[src/rtl/macc_compute_pkg.sv]
// Shared constants, FSM state encoding and small helpers for the MACC compute sequencer.
package macc_compute_pkg;

   localparam int MACC_DATA_W  = 32;  // element, product and accumulator width
   localparam int RAM_ADDR_MSB = 11;  // 4096-word BRAMs
   localparam int MACC_IDX_W   = 6;   // row/column index width; address = {row, col}
   localparam int DIM_LOG2_MAX = 6;   // largest supported matrix is 64x64
   localparam int DRAIN_CYCLES = 2;   // pipeline depth between the last read and a valid acc

   typedef enum logic [2:0] {
      ST_IDLE  = 3'd0,
      ST_ISSUE = 3'd1,
      ST_DRAIN = 3'd2,
      ST_WRITE = 3'd3,
      ST_DONE  = 3'd4
   } state_e;

   // True when the requested matrix size fits the index counters.
   function automatic logic dim_legal(input logic [3:0] dim_log2);
      return dim_log2 <= 4'(DIM_LOG2_MAX);
   endfunction

endpackage : macc_compute_pkg

[src/rtl/macc_mul_acc.sv]
// Multiply-accumulate datapath: BRAM data arrives one cycle after the read strobe,
// the product is registered, then folded into the accumulator (restarted on 'first').
module macc_mul_acc
   import macc_compute_pkg::*;
#(
   parameter int DATA_W = MACC_DATA_W
) (
   input  logic              CLK,
   input  logic              RST_L,
   input  logic              in_valid,  // read strobe issued this cycle
   input  logic              in_first,  // this read starts a new dot product
   input  logic [DATA_W-1:0] a,         // A BRAM dout, valid the cycle after in_valid
   input  logic [DATA_W-1:0] b,         // B BRAM dout, valid the cycle after in_valid
   output logic [DATA_W-1:0] acc
);

   logic              v1_q, f1_q;  // tags aligned with BRAM read data
   logic              v2_q, f2_q;  // tags aligned with prod_q
   logic [DATA_W-1:0] prod_q;
   logic [DATA_W-1:0] acc_q;

   // Delay the valid/first tags by one cycle to line up with the BRAM dout.
   // NOTE: sequential state always uses non-blocking (<=) so every register samples pre-edge values.
   always_ff @(posedge CLK or negedge RST_L) begin
      if (!RST_L) begin
         v1_q <= 1'b0;
         f1_q <= 1'b0;
      end else begin
         v1_q <= in_valid;
         f1_q <= in_first;
      end
   end

   // Register the low DATA_W bits of the product; arithmetic wraps mod 2^DATA_W.
   always_ff @(posedge CLK or negedge RST_L) begin
      if (!RST_L) begin
         v2_q   <= 1'b0;
         f2_q   <= 1'b0;
         prod_q <= '0;
      end else begin
         v2_q <= v1_q;
         f2_q <= f1_q;
         if (v1_q) begin
            prod_q <= a * b;
         end
      end
   end

   // Accumulate, restarting from the product on the first term of each dot product.
   always_ff @(posedge CLK or negedge RST_L) begin
      if (!RST_L) begin
         acc_q <= '0;
      end else if (v2_q) begin
         acc_q <= f2_q ? prod_q : acc_q + prod_q;
      end
   end

   assign acc = acc_q;

endmodule : macc_mul_acc

[src/rtl/macc_compute.sv]
// Compute sequencer for the matrix accelerator: walks i/j/k over an n x n product,
// streams A{i,k} and B{k,j} through the MAC pipeline and writes each C{i,j}.
module macc_compute
   import macc_compute_pkg::*;
#(
   parameter int DATA_W   = MACC_DATA_W,
   parameter int ADDR_MSB = RAM_ADDR_MSB,
   parameter int IDX_W    = MACC_IDX_W
) (
   input  logic                CLK,
   input  logic                RST_L,
   input  logic                start,
   input  logic                abort,
   input  logic [3:0]          dim_log2,
   output logic                busy,
   output logic                done,
   output logic                err,
   output logic                rd_en,
   output logic [ADDR_MSB:0]   a_addr,
   output logic [ADDR_MSB:0]   b_addr,
   input  logic [DATA_W-1:0]   a_rdata,
   input  logic [DATA_W-1:0]   b_rdata,
   output logic                c_we,
   output logic [ADDR_MSB:0]   c_addr,
   output logic [DATA_W-1:0]   c_wdata
);

   localparam int                 DRAIN_W    = (DRAIN_CYCLES > 1) ? $clog2(DRAIN_CYCLES) : 1;
   localparam logic [DRAIN_W-1:0] DRAIN_LAST = DRAIN_W'(DRAIN_CYCLES - 1);

   state_e             state_q, state_d;
   logic [IDX_W-1:0]   i_q, i_d;        // C row
   logic [IDX_W-1:0]   j_q, j_d;        // C column
   logic [IDX_W-1:0]   k_q, k_d;        // dot-product term
   logic [IDX_W-1:0]   last_q, last_d;  // n-1 for the current run
   logic [DRAIN_W-1:0] drain_q, drain_d;
   logic               err_q, err_d;
   logic [IDX_W-1:0]   last_req;        // n-1 derived from the requested dim_log2

   // n-1 is a mask of dim_log2 low ones; only meaningful for legal sizes.
   assign last_req = ~({IDX_W{1'b1}} << dim_log2);

   // Next-state and counter updates; abort overrides everything and freezes the counters
   // so the BRAM addresses keep their last value while idle.
   // NOTE: every signal assigned here gets a default first, so no path can infer a latch.
   always_comb begin
      state_d = state_q;
      i_d     = i_q;
      j_d     = j_q;
      k_d     = k_q;
      last_d  = last_q;
      drain_d = drain_q;
      err_d   = 1'b0;

      if (abort) begin
         state_d = ST_IDLE;
      end else begin
         unique case (state_q)
            ST_IDLE: begin
               if (start) begin
                  if (dim_legal(dim_log2)) begin
                     last_d  = last_req;
                     i_d     = '0;
                     j_d     = '0;
                     k_d     = '0;
                     state_d = ST_ISSUE;
                  end else begin
                     err_d = 1'b1;
                  end
               end
            end
            ST_ISSUE: begin
               if (k_q == last_q) begin
                  drain_d = '0;
                  state_d = ST_DRAIN;
               end else begin
                  k_d = k_q + IDX_W'(1);
               end
            end
            ST_DRAIN: begin
               if (drain_q == DRAIN_LAST) begin
                  state_d = ST_WRITE;
               end else begin
                  drain_d = drain_q + DRAIN_W'(1);
               end
            end
            ST_WRITE: begin
               if (j_q != last_q) begin
                  j_d     = j_q + IDX_W'(1);
                  k_d     = '0;
                  state_d = ST_ISSUE;
               end else if (i_q != last_q) begin
                  j_d     = '0;
                  i_d     = i_q + IDX_W'(1);
                  k_d     = '0;
                  state_d = ST_ISSUE;
               end else begin
                  state_d = ST_DONE;
               end
            end
            ST_DONE: begin
               state_d = ST_IDLE;
            end
            default: begin
               state_d = ST_IDLE;
            end
         endcase
      end
   end

   // State, counter and error-pulse registers.
   always_ff @(posedge CLK or negedge RST_L) begin
      if (!RST_L) begin
         state_q <= ST_IDLE;
         i_q     <= '0;
         j_q     <= '0;
         k_q     <= '0;
         last_q  <= '0;
         drain_q <= '0;
         err_q   <= 1'b0;
      end else begin
         state_q <= state_d;
         i_q     <= i_d;
         j_q     <= j_d;
         k_q     <= k_d;
         last_q  <= last_d;
         drain_q <= drain_d;
         err_q   <= err_d;
      end
   end

   // Strobes decode the registered state; addresses are the registered counters.
   assign busy   = (state_q == ST_ISSUE) || (state_q == ST_DRAIN) || (state_q == ST_WRITE);
   assign done   = (state_q == ST_DONE);
   assign rd_en  = (state_q == ST_ISSUE);
   assign c_we   = (state_q == ST_WRITE);
   assign err    = err_q;
   assign a_addr = {i_q, k_q};
   assign b_addr = {k_q, j_q};
   assign c_addr = {i_q, j_q};

   macc_mul_acc #(
      .DATA_W (DATA_W)
   ) u_mul_acc (
      .CLK      (CLK),
      .RST_L    (RST_L),
      .in_valid (rd_en),
      .in_first (rd_en && (k_q == '0)),
      .a        (a_rdata),
      .b        (b_rdata),
      .acc      (c_wdata)
   );

endmodule : macc_compute

[config.mk]
export PLATFORM = sky130hd
export DESIGN_NAME = macc_compute
export DESIGN_NICKNAME = d
export VERILOG_FILES = /design/src/rtl/macc_compute_pkg.sv /design/src/rtl/macc_mul_acc.sv /design/src/rtl/macc_compute.sv
export SDC_FILE = /design/constraint.sdc
export NUM_CORES = 1
export LEC_CHECK = 0
export ABC_AREA = 1
export CORE_UTILIZATION = 65
export CTS_CLUSTER_SIZE = 28
export DETAILED_ROUTE_END_ITERATION = 7
export DONT_BUFFER_PORTS = 1
export PLACE_DENSITY = 0.81
export SLEW_MARGIN = 30
export SYNTH_ARGS = -nofsm -noshare
export SYNTH_HDL_FRONTEND = slang
export SYNTH_SLANG_ARGS = --single-unit
[constraint.sdc]
create_clock -name CLK -period 2.84 [get_ports CLK]
set_input_delay 0.852 -clock CLK [delete_from_list [all_inputs] [get_ports CLK]]
set_output_delay 0.852 -clock CLK [all_outputs]
set_load 0.005 [all_outputs]
# Yosys cells after proc, flatten, opt, wreduce, memory -nomap -nowiden
# Cells that the tools add are included.
# word_totals
memories	0
reg_bits	97
wordCells	82
latchBits	0
ram_bits	0
input_bits	72
mem_bits_ro	0
out_inout_bits	73
# op_classes
magnitude_cmp	1
n_shift	1
n_bitwise	2
mul	1
muxes	27
reduce_logical	14
eq_ne	18
n_addsub	5
n_div	0
# op_table
cell	count
$mux W6	8
$add A32 B32 Y32	1
$mul A32 B32 Y32	1
$mux W32	1
$pmux W6 S2	2
$mux W3	7
$add A6 B1 Y6 const B	3
$pmux W6 S3	1
$ne A6 B6 Y1	2
$pmux W3 S4	1
$reduce_and A6 Y1	2
$ne A3 B3 Y1 const B	3
$ne A2 B2 Y1 const B	4
$reduce_and A4 Y1	2
$eq A3 B2 Y1 const B	2
$eq A6 B6 Y1	1
$logic_not A6 Y1	1
$mux W1	6
$not A6 Y6	1
$shl A6 B4 Y6 const A	1
$reduce_and A5 Y1	1
$le A4 B3 Y1 const B	1
$ne A2 B1 Y1 const B	2
$reduce_bool A2 Y1	2
12 further kinds	13

# Logic depth before layout (Yosys ltp)
# Gate-level depths: netlist of run 1.
# logic_depth
word_depth	5
mapped_depth	34
depth_no_buf	32

# Modules after synthesis
# From an unflattened synthesis of run 1, not the netlist that was laid out.
# unflattened
hier_cells	3203
area_unflattened_um2	23466.3
# modules_own_cells
module	cells_per_inst	seq_area_each_um2	instances	area_each_um2
macc_mul_acc	2884	1701.6	1	21330.5
macc_compute	319	725.7	1	2135.8

# Worst setup path before layout of run 1
# Ideal clock, no wire load.
# synth_timing
path_type	in2reg
start	in b_rdata[2]
end	reg u_mul_acc.prod_q[26]
setup_slack_ps	-4200
path_buffers	2
required_time_ps	2708
stages	23
setup_time_ps	132
arrival_time_ps	6908
path_cell_list	clkbuf_1 > clkbuf_1 > nand2_1 > fa_1 > fa_1 > fa_1 > fa_1 > inv_1 > fa_1 > inv_1 > fa_1 > inv_1 > fa_1 > fa_1 > ha_1 > nand2_1 > o21ai_0 > a21oi_1 > nand3_1 > a31o_2 > or2_2 > nand3_1 > o21ai_0
# synth_between
elab_chain_len	1
# synth_lines
element	line	text
start, declared	macc_compute.sv:22	input logic [DATA_W-1:0] b_rdata,
$mul A32 B32 Y32	macc_mul_acc.sv:44	prod_q <= a * b;
end signal, assigned	macc_mul_acc.sv:44	
end, declared	macc_mul_acc.sv:19	logic [DATA_W-1:0] prod_q;
# Every way passes these cells.
# A chain may end at the register's enable or synchronous reset.

# Worst setup path in the final report of run 1
# layout_timing
start	in a_rdata[5]
end	reg u_mul_acc.prod_q[31]
# layout_between
elab_chain_len	1
# layout_lines
element	line	text
start, declared	macc_compute.sv:21	input logic [DATA_W-1:0] a_rdata,
$mul A32 B32 Y32	macc_mul_acc.sv:44	
# Every way passes these cells.

==> results.sh, run 1 <==
export IMPL_num_nets_final=3864
export IMPL_synth_ff_latch_count=97
export IMPL_synth_commonest_cells="sky130_fd_sc_hd__nand2_1, sky130_fd_sc_hd__inv_1, sky130_fd_sc_hd__fa_1"
export IMPL_post_cts_hold_buffer_count=0
export IMPL_core_area_um2=35500
export IMPL_clock_tree_htree_level_count=3
export IMPL_max_freq_mhz=156
export IMPL_fin_skew_ns=0.0110
export IMPL_postSynthAreaPerCell_um2=7.26
export IMPL_slew_viol_final=0
export IMPL_r2r_setup_slack_ns=0.27
export IMPL_path_common_cell="sky130_fd_sc_hd__fa_1"
export IMPL_numPortBuffers=0
export IMPL_grt_pass1_vias=21543
export IMPL_worst_ep_required_time_ns=3.08
export IMPL_yosys_cell_count_top_type="sky130_fd_sc_hd__nand2_1"
export IMPL_yosysTopAreaCell="sky130_fd_sc_hd__fa_1"
export IMPL_dr_pass1_iters=5
export IMPL_via_count=20530
export IMPL_gpl_wtd_cong=0.970
export IMPL_synthArstFlopShare=1.00
export IMPL_syn_num_nets=3861
export IMPL_timing_critical_path_from="a_rdata[5]"
export IMPL_rr_endpoint="u_mul_acc.acc[28]"
export IMPL_area_share_of_the_leading_cell_type_in_the_synthesized_netlist=0.350
export IMPL_critical_path_slowest_cell="sky130_fd_sc_hd__fa_2"
export IMPL_ys_dominant_reg_cell="sky130_fd_sc_hd__dfrtp_1"
export IMPL_mappedNetlistArea_um2=23400
export IMPL_area_delta_synth_final_pct=12.5
export IMPL_die_height_um=192
export IMPL_cp_end_kind="flip-flop"
export IMPL_route_final_wire_length_um=68200
export IMPL_initialDrtViolationCount=1546
export IMPL_critical_path_endpoint="u_mul_acc.prod_q[31]"
export IMPL_ys_seq_area_frac=0.104
export IMPL_failing_checks="setup timing"
export IMPL_tritoncts_num_sinks=97
export IMPL_hold_path_class="input pin to asynchronous set/reset pin"
export IMPL_maximum_number_of_pins_on_one_net_before_global_route_repair=98
export IMPL_worst_pin_slew_ns=0.836
export IMPL_crit_path_max_incr_delay_ns=0.60
export IMPL_clock_insertion_delay_worst_skew_ns=0.36
export IMPL_synth_enable_flop_cells=0
export IMPL_io_pins=145
export IMPL_floorplan_initialDensity=0.659
export IMPL_cp_num_cells=26
export IMPL_design_die_area_um2=36700
export IMPL_crit_fanout=27
export IMPL_synth_distinct_cells=50
export IMPL_period_minus_slack_ns=6.40
export IMPL_number_of_buffers_added_by_the_clock_tree_synthesis_step=9
export IMPL_grtUsageTotal=0.384
export IMPL_drc=0
export IMPL_cp_num_buf_inv=7
export IMPL_number_of_antenna_violations_at_the_first_check_in_global_routing=1
export IMPL_die_w_um=192
export IMPL_ctsRootBufferMaster="sky130_fd_sc_hd__clkbuf_16"
export IMPL_placement_rows=69
export IMPL_ys_warnings_count=0
export IMPL_hold_viol_final=0
export IMPL_worst_path_dominant_cell_family="adder cells"
export IMPL_r2r_start="u_mul_acc.acc[0]"
export IMPL_post_drt_wl_per_cell_um=18.5
export IMPL_max_clock_path_buffers=2
export IMPL_clk_transition_reported_paths_ns=0.07
export IMPL_grt_pass1_wl_um=108000
export IMPL_cap_violations=0
export IMPL_num_antenna_cells=0
export IMPL_route_antenna_remaining_nets=0
export IMPL_r2r_cells=13
export IMPL_critical_path_class="input pin to flip-flop"
export IMPL_setup_repair_after_global_routing_missed_its_margin="yes"
export IMPL_dpl_hpwl_um=53500
export IMPL_post_dp_cell_area_um2=24800
export IMPL_min_period_over_period=2.25
export IMPL_critPathArrivalTime_ns=6.64
export IMPL_globalRouteOverflowTotal=0
export IMPL_synth_cells=3222
export IMPL_top_area_cells_in_the_synthesized_netlist="sky130_fd_sc_hd__fa_1, sky130_fd_sc_hd__nand2_1, sky130_fd_sc_hd__inv_1"
export IMPL_area_of_all_placed_cells_without_fillers_um2=26300
export IMPL_tritoncts="done"
export IMPL_run_status="finished with violations"
export IMPL_max_slew_margin_rel=0.442
export IMPL_routed_via_density=5.56
export IMPL_layout_drive_gt1_share=0.136
export IMPL_timing_final_setup_violations=28
export IMPL_setup_slack_ns=-3.56
export IMPL_start_kind="input pin"
metal layers:
metal / vias to the layer above / share of wire / global-route usage
met3: 228 / 0.10 / 0.0897
met5: - / 0 / 0
met2: 1013 / 0.48 / 0.639
met4: 0 / 0.044 / 0.152
li1: 9360 / - / -
met1: 9929 / 0.38 / 0.483
worst min-delay path by stage:
stage | to | slack, ns | depth (start not counted)
6_report | u_mul_acc.acc[27] | 0.18 | 0
5_1_grt | u_mul_acc.acc[27] | 0.17 | 0
4_1_cts | u_mul_acc.acc[27] | 0.17 | 0
3_5_place_dp | u_mul_acc.f2_q | 0.35 | 0
3_3_place_gp | u_mul_acc.f2_q | 0.33 | 0
2_1_floorplan | u_mul_acc.f2_q | 0.33 | 0
registers in the layout (all words and copies together) (netlist names):
signal / cells
u_mul_acc.f1_q: 1
u_mul_acc.v1_q: 1
u_mul_acc.f2_q: 1
drain_q: 1
u_mul_acc.prod_q: 32
i_q: 6
err: 1
state_q: 3
last_q: 6
j_q: 6
u_mul_acc.v2_q: 1
k_q: 6
u_mul_acc.acc: 32
cells in the final DEF (no fill, tap or decap), types with 19 or more instances in the layout:
| cell type | instances |
|---|---|
| sky130_fd_sc_hd__xor2_1 | 28 |
| sky130_fd_sc_hd__fa_2 | 32 |
| sky130_fd_sc_hd__ha_1 | 107 |
| sky130_fd_sc_hd__nand2_2 | 26 |
| sky130_fd_sc_hd__inv_1 | 833 |
| sky130_fd_sc_hd__nand4_1 | 22 |
| sky130_fd_sc_hd__o21ai_0 | 61 |
| sky130_fd_sc_hd__buf_6 | 26 |
| sky130_fd_sc_hd__nand3_1 | 94 |
| sky130_fd_sc_hd__inv_2 | 51 |
| sky130_fd_sc_hd__dfrtp_1 | 97 |
| sky130_fd_sc_hd__nand2_1 | 875 |
| sky130_fd_sc_hd__ha_4 | 50 |
| sky130_fd_sc_hd__buf_4 | 105 |
| sky130_fd_sc_hd__nor2_1 | 105 |
| sky130_fd_sc_hd__nand2_4 | 19 |
| sky130_fd_sc_hd__fa_1 | 377 |
| sky130_fd_sc_hd__a21oi_1 | 62 |
| sky130_fd_sc_hd__o21ai_1 | 29 |
worst reg2reg max path, stage by stage, from the launching register on:
cell	delay, ns
sky130_fd_sc_hd__dfrtp_1	0.41
sky130_fd_sc_hd__ha_1	0.20
sky130_fd_sc_hd__inv_1	0.06
sky130_fd_sc_hd__fa_1	0.36
sky130_fd_sc_hd__inv_1	0.10
sky130_fd_sc_hd__a31oi_1	0.15
sky130_fd_sc_hd__o21ai_1	0.19
sky130_fd_sc_hd__a21oi_1	0.18
sky130_fd_sc_hd__o21bai_1	0.30
sky130_fd_sc_hd__nand4_1	0.19
sky130_fd_sc_hd__nand3_1	0.11
sky130_fd_sc_hd__nand3_1	0.09
sky130_fd_sc_hd__nand2_1	0.08
sky130_fd_sc_hd__nand2_1	0.04
kinds of logic (layout without fill, tap and decap cells):
kind of cell / count (synthesis) / count (layout) / synth area share
adder cells (fa/ha/maj): 567 / 567 / 0.435
AO/OA/AOI/OAI: 256 / 256 / 0.0633
XOR/XNOR: 48 / 48 / 0.0180
AND/OR/NAND/NOR: 1222 / 1222 / 0.211
buffers and inverters: 1032 / 1039 / 0.169
flip-flops: 97 / 97 / 0.104
through the flow:
| step | utilization | instances | setup slack, ns | TNS [ns] | hold WS, ns |
|---|---|---|---|---|---|
| floorplan | - | 3222 | -3.80 | -83.47 | 0.331 |
| global placement | 0.699 | 3654 | -3.85 | -87.29 | 0.332 |
| detailed placement | 0.699 | 3654 | -3.95 | -88.69 | 0.346 |
| CTS | 0.728 | 3682 | -3.46 | -75.89 | 0.172 |
| global route | 0.741 | 3690 | -3.69 | -82.04 | 0.166 |
| finish | 0.741 | 3690 | -3.56 | -79.11 | 0.184 |
final cells by class:
class	count	area, um^2
Fill cell	2599	9170
Tap cell	461	577
Sequential cell	97	2430
Multi-Input combinational cell	2093	18600
Timing Repair Buffer	132	1100
Clock buffer	10	229
Inverter	892	3370
Clock inverter	5	41.3
repair_timing:
item                                    in CTS  in global routing
pin swaps                                   96                125
endpoints found under the setup margin      28                 28
resized for setup                          139                133
hold endpoints to repair                     0                  0
buffers inserted                            16                 11
Power of run 1 is left out: the tool's default activity adds up to more than one toggle a clock period on the data nets, which glitch-free logic cannot reach.
==> inputs of run 2 (changes only) <==
CORE_UTILIZATION = 40   (was 65)
PLACE_DENSITY = 0.54   (was 0.81)
==> run 2 against run 1 <==
Against the previous run: the flow still finishes with violations (setup timing); non-clock buffer count up 11; first-iteration DRC count down 32%; routed wire length up 5.1%; clock skew up 0.0035 ns; via count down 3.8%.
==> results.sh, run 2 (synthesis gave the netlist of run 1 again) <==
export IMPL_die_w_um=244
export IMPL_grt_pass1_vias=21564
export IMPL_failing_checks="setup timing"
export IMPL_placement_rows=88
export IMPL_die_height_um=244
export IMPL_clk_transition_reported_paths_ns=0.08
export IMPL_critPathArrivalTime_ns=6.62
export IMPL_critical_path_class="input pin to flip-flop"
export IMPL_number_of_antenna_violations_at_the_first_check_in_global_routing=0
export IMPL_post_dp_cell_area_um2=25200
export IMPL_tritoncts="done"
export IMPL_dpl_hpwl_um=58200
export IMPL_max_slew_margin_rel=0.362
export IMPL_hold_path_class="input pin to asynchronous set/reset pin"
export IMPL_via_count=19746
export IMPL_number_of_buffers_added_by_the_clock_tree_synthesis_step=9
export IMPL_io_pins=145
export IMPL_dr_pass1_iters=5
export IMPL_worst_ep_required_time_ns=3.15
export IMPL_clock_tree_htree_level_count=3
export IMPL_design_die_area_um2=59400
export IMPL_run_status="finished with violations"
export IMPL_post_drt_wl_per_cell_um=17.9
export IMPL_num_antenna_cells=0
export IMPL_fin_skew_ns=0.0145
export IMPL_setup_slack_ns=-3.47
export IMPL_slew_viol_final=0
export IMPL_clock_insertion_delay_worst_skew_ns=0.38
export IMPL_start_kind="input pin"
export IMPL_cp_end_kind="flip-flop"
export IMPL_core_area_um2=57700
export IMPL_hold_viol_final=0
export IMPL_globalRouteOverflowTotal=0
export IMPL_grt_pass1_wl_um=116000
export IMPL_route_antenna_remaining_nets=0
export IMPL_initialDrtViolationCount=1045
export IMPL_route_final_wire_length_um=71700
export IMPL_max_clock_path_buffers=2
export IMPL_crit_fanout=13
export IMPL_floorplan_initialDensity=0.405
export IMPL_layout_drive_gt1_share=0.149
export IMPL_min_period_over_period=2.22
export IMPL_timing_final_setup_violations=28
export IMPL_area_of_all_placed_cells_without_fillers_um2=26900
export IMPL_setup_repair_after_global_routing_missed_its_margin="yes"
export IMPL_period_minus_slack_ns=6.31
export IMPL_area_delta_synth_final_pct=14.9
export IMPL_numPortBuffers=0
export IMPL_final_common_cell="sky130_fd_sc_hd__nand2_1"
export IMPL_maximum_number_of_pins_on_one_net_before_global_route_repair=98
export IMPL_gpl_wtd_cong=0.931
export IMPL_worst_pin_slew_ns=0.951
export IMPL_num_nets_final=3875
export IMPL_ctsRootBufferMaster="sky130_fd_sc_hd__clkbuf_16"
export IMPL_most_common_layout_cells="sky130_fd_sc_hd__nand2_1, sky130_fd_sc_hd__inv_1, sky130_fd_sc_hd__fa_1"
export IMPL_grtUsageTotal=0.251
export IMPL_tritoncts_num_sinks=97
export IMPL_drc=0
export IMPL_max_freq_mhz=159
export IMPL_cap_violations=0
export IMPL_routed_via_density=4.93
## run 2: critical path: stages
cell and delay, ns:
sky130_fd_sc_hd__nand2_1 0.06, sky130_fd_sc_hd__fa_1 0.62, sky130_fd_sc_hd__inv_2 0.05, sky130_fd_sc_hd__fa_1 0.49
sky130_fd_sc_hd__fa_1 0.42, sky130_fd_sc_hd__fa_1 0.51, sky130_fd_sc_hd__inv_2 0.06, sky130_fd_sc_hd__fa_1 0.53
sky130_fd_sc_hd__inv_1 0.05, sky130_fd_sc_hd__fa_1 0.52, sky130_fd_sc_hd__fa_1 0.44, sky130_fd_sc_hd__fa_2 0.63
sky130_fd_sc_hd__ha_4 0.25, sky130_fd_sc_hd__nand2_4 0.10, sky130_fd_sc_hd__nor2_4 0.04, sky130_fd_sc_hd__buf_4 0.12
sky130_fd_sc_hd__a221oi_2 0.27, sky130_fd_sc_hd__o21ai_2 0.12, sky130_fd_sc_hd__nor2_4 0.19, sky130_fd_sc_hd__inv_2 0.05
sky130_fd_sc_hd__nand3_2 0.07, sky130_fd_sc_hd__nand3_2 0.07, sky130_fd_sc_hd__nand2_1 0.07
## run 2: layout make-up
type,count,area [um^2]
Fill cell,5833,30800
Clock inverter,7,61.3
Clock buffer,9,225
Sequential cell,97,2430
Multi-Input combinational cell,2093,18600
Tap cell,765,957
Timing Repair Buffer,143,1200
Inverter,892,3370
## run 2: worst paths after layout
path,slack (ns),cells past startpoint,end,startpoint
max,-3.47,23,u_mul_acc.prod_q[31],b_rdata[19]
min,0.16,0,u_mul_acc.acc[24],RST_L
max reg2reg,0.12,10,u_mul_acc.acc[26],u_mul_acc.acc[6]
min reg2reg,0.36,0,u_mul_acc.f2_q,u_mul_acc.f1_q
max in group asynchronous,2.53,0,state_q[1],RST_L
min in group CLK,0.36,0,u_mul_acc.f2_q,u_mul_acc.f1_q
## run 2: timing repair
item / 4_1_cts / 5_1_grt
setup buffers: 18 / 13
cloned: 0 / 0
gates resized for setup: 163 / 135
pin swaps: 105 / 129
hold buffers: 0 / 0
setup endpoints to repair: 28 / 31
## run 2: per-stage QoR
step           cells   util  hold WS [ns]  setup WS, ns  TNS (ns)
2_1_floorplan   3222      -         0.331         -3.80    -83.47
3_3_place_gp    3962  0.437         0.334         -4.17    -89.65
3_5_place_dp    3962  0.437         0.342         -4.12    -90.60
4_1_cts         3995  0.456         0.145         -3.49    -75.21
5_1_grt         4006  0.466         0.135         -3.68    -80.31
6_report        4006  0.466         0.157         -3.47    -76.64
## run 2: routing by layer
| metal | GRT usage | up-vias | routed length [um] |
|---|---|---|---|
| met2 | 0.452 | 433 | 36300 |
| met3 | 0.0337 | 93 | 3170 |
| li1 | - | 9398 | - |
| met1 | 0.318 | 9822 | 30500 |
| met5 | 0 | - | 0 |
| met4 | 0.0568 | 0 | 1720 |
Power of run 2 is left out for the same reason.
==> inputs of run 3 (changes only) <==
CORE_MARGIN = 8   (was default)
PLACE_DENSITY = 0.56   (was 0.54)
clock period = 5.2 ns   (was 2.84 ns; I/O delays follow)
==> run 3 against run 2 <==
Against the previous run: the flow still finishes with violations (setup timing); sequential share of layout area is 0.17 points higher; clock-buffer cell count rose by 1; core utilization down 0.80 points; cell count decreased by 0.75%; routed wire length rose by 1.9%; non-clock buffer count decreased by 30.
==> results.sh, run 3 (synthesis gave the netlist of run 1 again) <==
export IMPL_drc=0
export IMPL_route_antenna_remaining_nets=0
export IMPL_cp_num_buf_inv=6
export IMPL_num_nets_final=3845
export IMPL_min_delay_start="u_mul_acc.f1_q"
export IMPL_most_common_layout_cells="sky130_fd_sc_hd__nand2_1, sky130_fd_sc_hd__inv_1, sky130_fd_sc_hd__fa_1"
export IMPL_max_freq_mhz=142
export IMPL_fin_skew_ns=0.0127
export IMPL_maximum_number_of_pins_on_one_net_before_global_route_repair=98
export IMPL_dr_pass1_iters=7
export IMPL_post_dp_cell_area_um2=24900
export IMPL_timing_final_setup_violations=23
export IMPL_worst_path_dominant_cell_family="adder cells"
export IMPL_multi_input_gate_area_in_the_final_layout_um2=18400
export IMPL_dpl_hpwl_um=59300
export IMPL_area_delta_synth_final_pct=13.0
export IMPL_r2r_setup_slack_ns=2.27
export IMPL_groute_layer_met2_usage=0.398
export IMPL_grt_most_used_layer="met2"
export IMPL_routed_via_density=5.00
export IMPL_critical_path_slowest_cell="sky130_fd_sc_hd__fa_1"
export IMPL_io_pins=145
export IMPL_holdPathEnd="u_mul_acc.f2_q"
export IMPL_clk_transition_reported_paths_ns=0.08
export IMPL_setup_repair_after_global_routing_missed_its_margin="yes"
export IMPL_max_clock_path_buffers=2
export IMPL_fillerInstances=5931
export IMPL_placement_rows=88
export IMPL_whs_path_depth=0
export IMPL_grtUsageTotal=0.222
export IMPL_min_period_over_period=1.36
export IMPL_critPathArrivalTime_ns=7.32
export IMPL_initialDrtViolationCount=1282
export IMPL_worst_ep_required_time_ns=5.47
export IMPL_rr_endpoint="u_mul_acc.acc[28]"
export IMPL_number_of_buffers_added_by_the_clock_tree_synthesis_step=9
export IMPL_die_height_um=258
export IMPL_timing_critical_path_cells="nand2_4, inv_2, fa_1, fa_2, fa_1, inv_2, fa_1, inv_1, fa_1, inv_2, fa_1, inv_2, fa_2, fa_2, ha_4, buf_6, nand4_1, nor2_1, nand3_1, nand3_2, a31o_4, or2_4, nand3_2, o21ai_1"
export IMPL_hold_viol_final=0
export IMPL_number_of_antenna_violations_at_the_first_check_in_global_routing=0
export IMPL_crit_fanout=27
export IMPL_die_w_um=258
export IMPL_r2r_cells=13
export IMPL_route_final_wire_length_um=73000
export IMPL_globalRouteOverflowTotal=0
export IMPL_via_count=19884
export IMPL_tritoncts="done"
export IMPL_grtUsageMet1=0.270
export IMPL_run_status="finished with violations"
export IMPL_critical_path_class="input pin to flip-flop"
export IMPL_cap_violations=0
export IMPL_crit_path_max_incr_delay_ns=0.59
export IMPL_post_drt_wl_per_cell_um=18.4
export IMPL_area_of_all_placed_cells_without_fillers_um2=26400
export IMPL_seq_area_um2=2430
export IMPL_path_common_cell="sky130_fd_sc_hd__fa_1"
export IMPL_period_minus_slack_ns=7.05
export IMPL_grt_pass1_wl_um=117000
export IMPL_grt_util_met3=0.0373
export IMPL_setup_slack_ns=-1.85
export IMPL_start_kind="input pin"
export IMPL_layout_drive_gt1_share=0.130
export IMPL_clock_tree_htree_level_count=3
export IMPL_num_antenna_cells=0
export IMPL_post_cts_hold_buffer_count=0
export IMPL_hold_path_class="flip-flop to flip-flop"
export IMPL_cp_end_kind="flip-flop"
export IMPL_design_die_area_um2=66400
export IMPL_gpl_wtd_cong=0.909
export IMPL_clock_insertion_delay_worst_skew_ns=0.38
export IMPL_worst_pin_slew_ns=0.662
export IMPL_ctsRootBufferMaster="sky130_fd_sc_hd__clkbuf_16"
export IMPL_final_common_cell="sky130_fd_sc_hd__nand2_1"
export IMPL_tritoncts_num_sinks=97
export IMPL_r2r_start="u_mul_acc.acc[0]"
export IMPL_floorplan_initialDensity=0.405
export IMPL_core_area_um2=57700
export IMPL_failing_checks="setup timing"
export IMPL_numPortBuffers=0
export IMPL_max_slew_margin_rel=0.558
export IMPL_slew_viol_final=0
export IMPL_grt_pass1_vias=21256
run 3: changes by cell type in the layout (fill, tap and decap cells not counted), moves of 4 or more:
cell	delta
sky130_fd_sc_hd__inv_1	+7
sky130_fd_sc_hd__nand2_2	-10
sky130_fd_sc_hd__buf_4	-22
sky130_fd_sc_hd__buf_6	-7
sky130_fd_sc_hd__ha_1	+7
sky130_fd_sc_hd__nand2_1	+16
sky130_fd_sc_hd__ha_4	-6
sky130_fd_sc_hd__a21oi_2	-4
sky130_fd_sc_hd__nor2_4	-4
sky130_fd_sc_hd__nand2_4	-8
sky130_fd_sc_hd__inv_4	-4
run 3: area by class of cell:
type                    count  share of cell area
multi-input cells        2093               0.698
inverters                 892               0.127
flip-flops and latches     97              0.0920
well taps                 765              0.0362
repair buffers            113              0.0356
clock buffers              10             0.00867
clock inverters             6             0.00256
run 3: metal layers:
metal	vias up	wire length, um
li1	9328	-
met1	9908	30100
met2	519	36500
met3	129	4060
met4	0	2370
met5	-	0
run 3: worst max-delay path by stage:
| stage | start | endpoint | slack, ns | cells after the start |
|---|---|---|---|---|
| 5_1_grt | a_rdata[17] | u_mul_acc.prod_q[31] | -2.01 | 26 |
| 3_5_place_dp | a_rdata[13] | u_mul_acc.prod_q[31] | -2.30 | 26 |
| 2_1_floorplan | b_rdata[7] | u_mul_acc.prod_q[26] | -2.15 | 25 |
| 4_1_cts | b_rdata[2] | u_mul_acc.prod_q[31] | -1.73 | 24 |
| 6_report | b_rdata[5] | u_mul_acc.prod_q[26] | -1.85 | 24 |
| 3_3_place_gp | a_rdata[13] | u_mul_acc.prod_q[31] | -2.28 | 26 |
run 3: per-stage QoR:
stage | hold slack, ns | worst slack, ns | util | instances | TNS, ns
floorplan | 0.331 | -2.15 | - | 3222 | -39.36
global placement | 0.335 | -2.28 | 0.432 | 3940 | -44.07
detailed placement | 0.338 | -2.30 | 0.432 | 3940 | -44.97
CTS | 0.351 | -1.73 | 0.450 | 3971 | -32.18
global route | 0.368 | -2.01 | 0.458 | 3976 | -36.95
finish | 0.345 | -1.85 | 0.458 | 3976 | -33.55
run 3: what timing repair did:
action	CTS	global route
pin swaps	104	122
setup endpoints to repair	24	24
setup buffers	16	7
gates resized for setup	122	128
Power of run 3 is left out for the same reason.
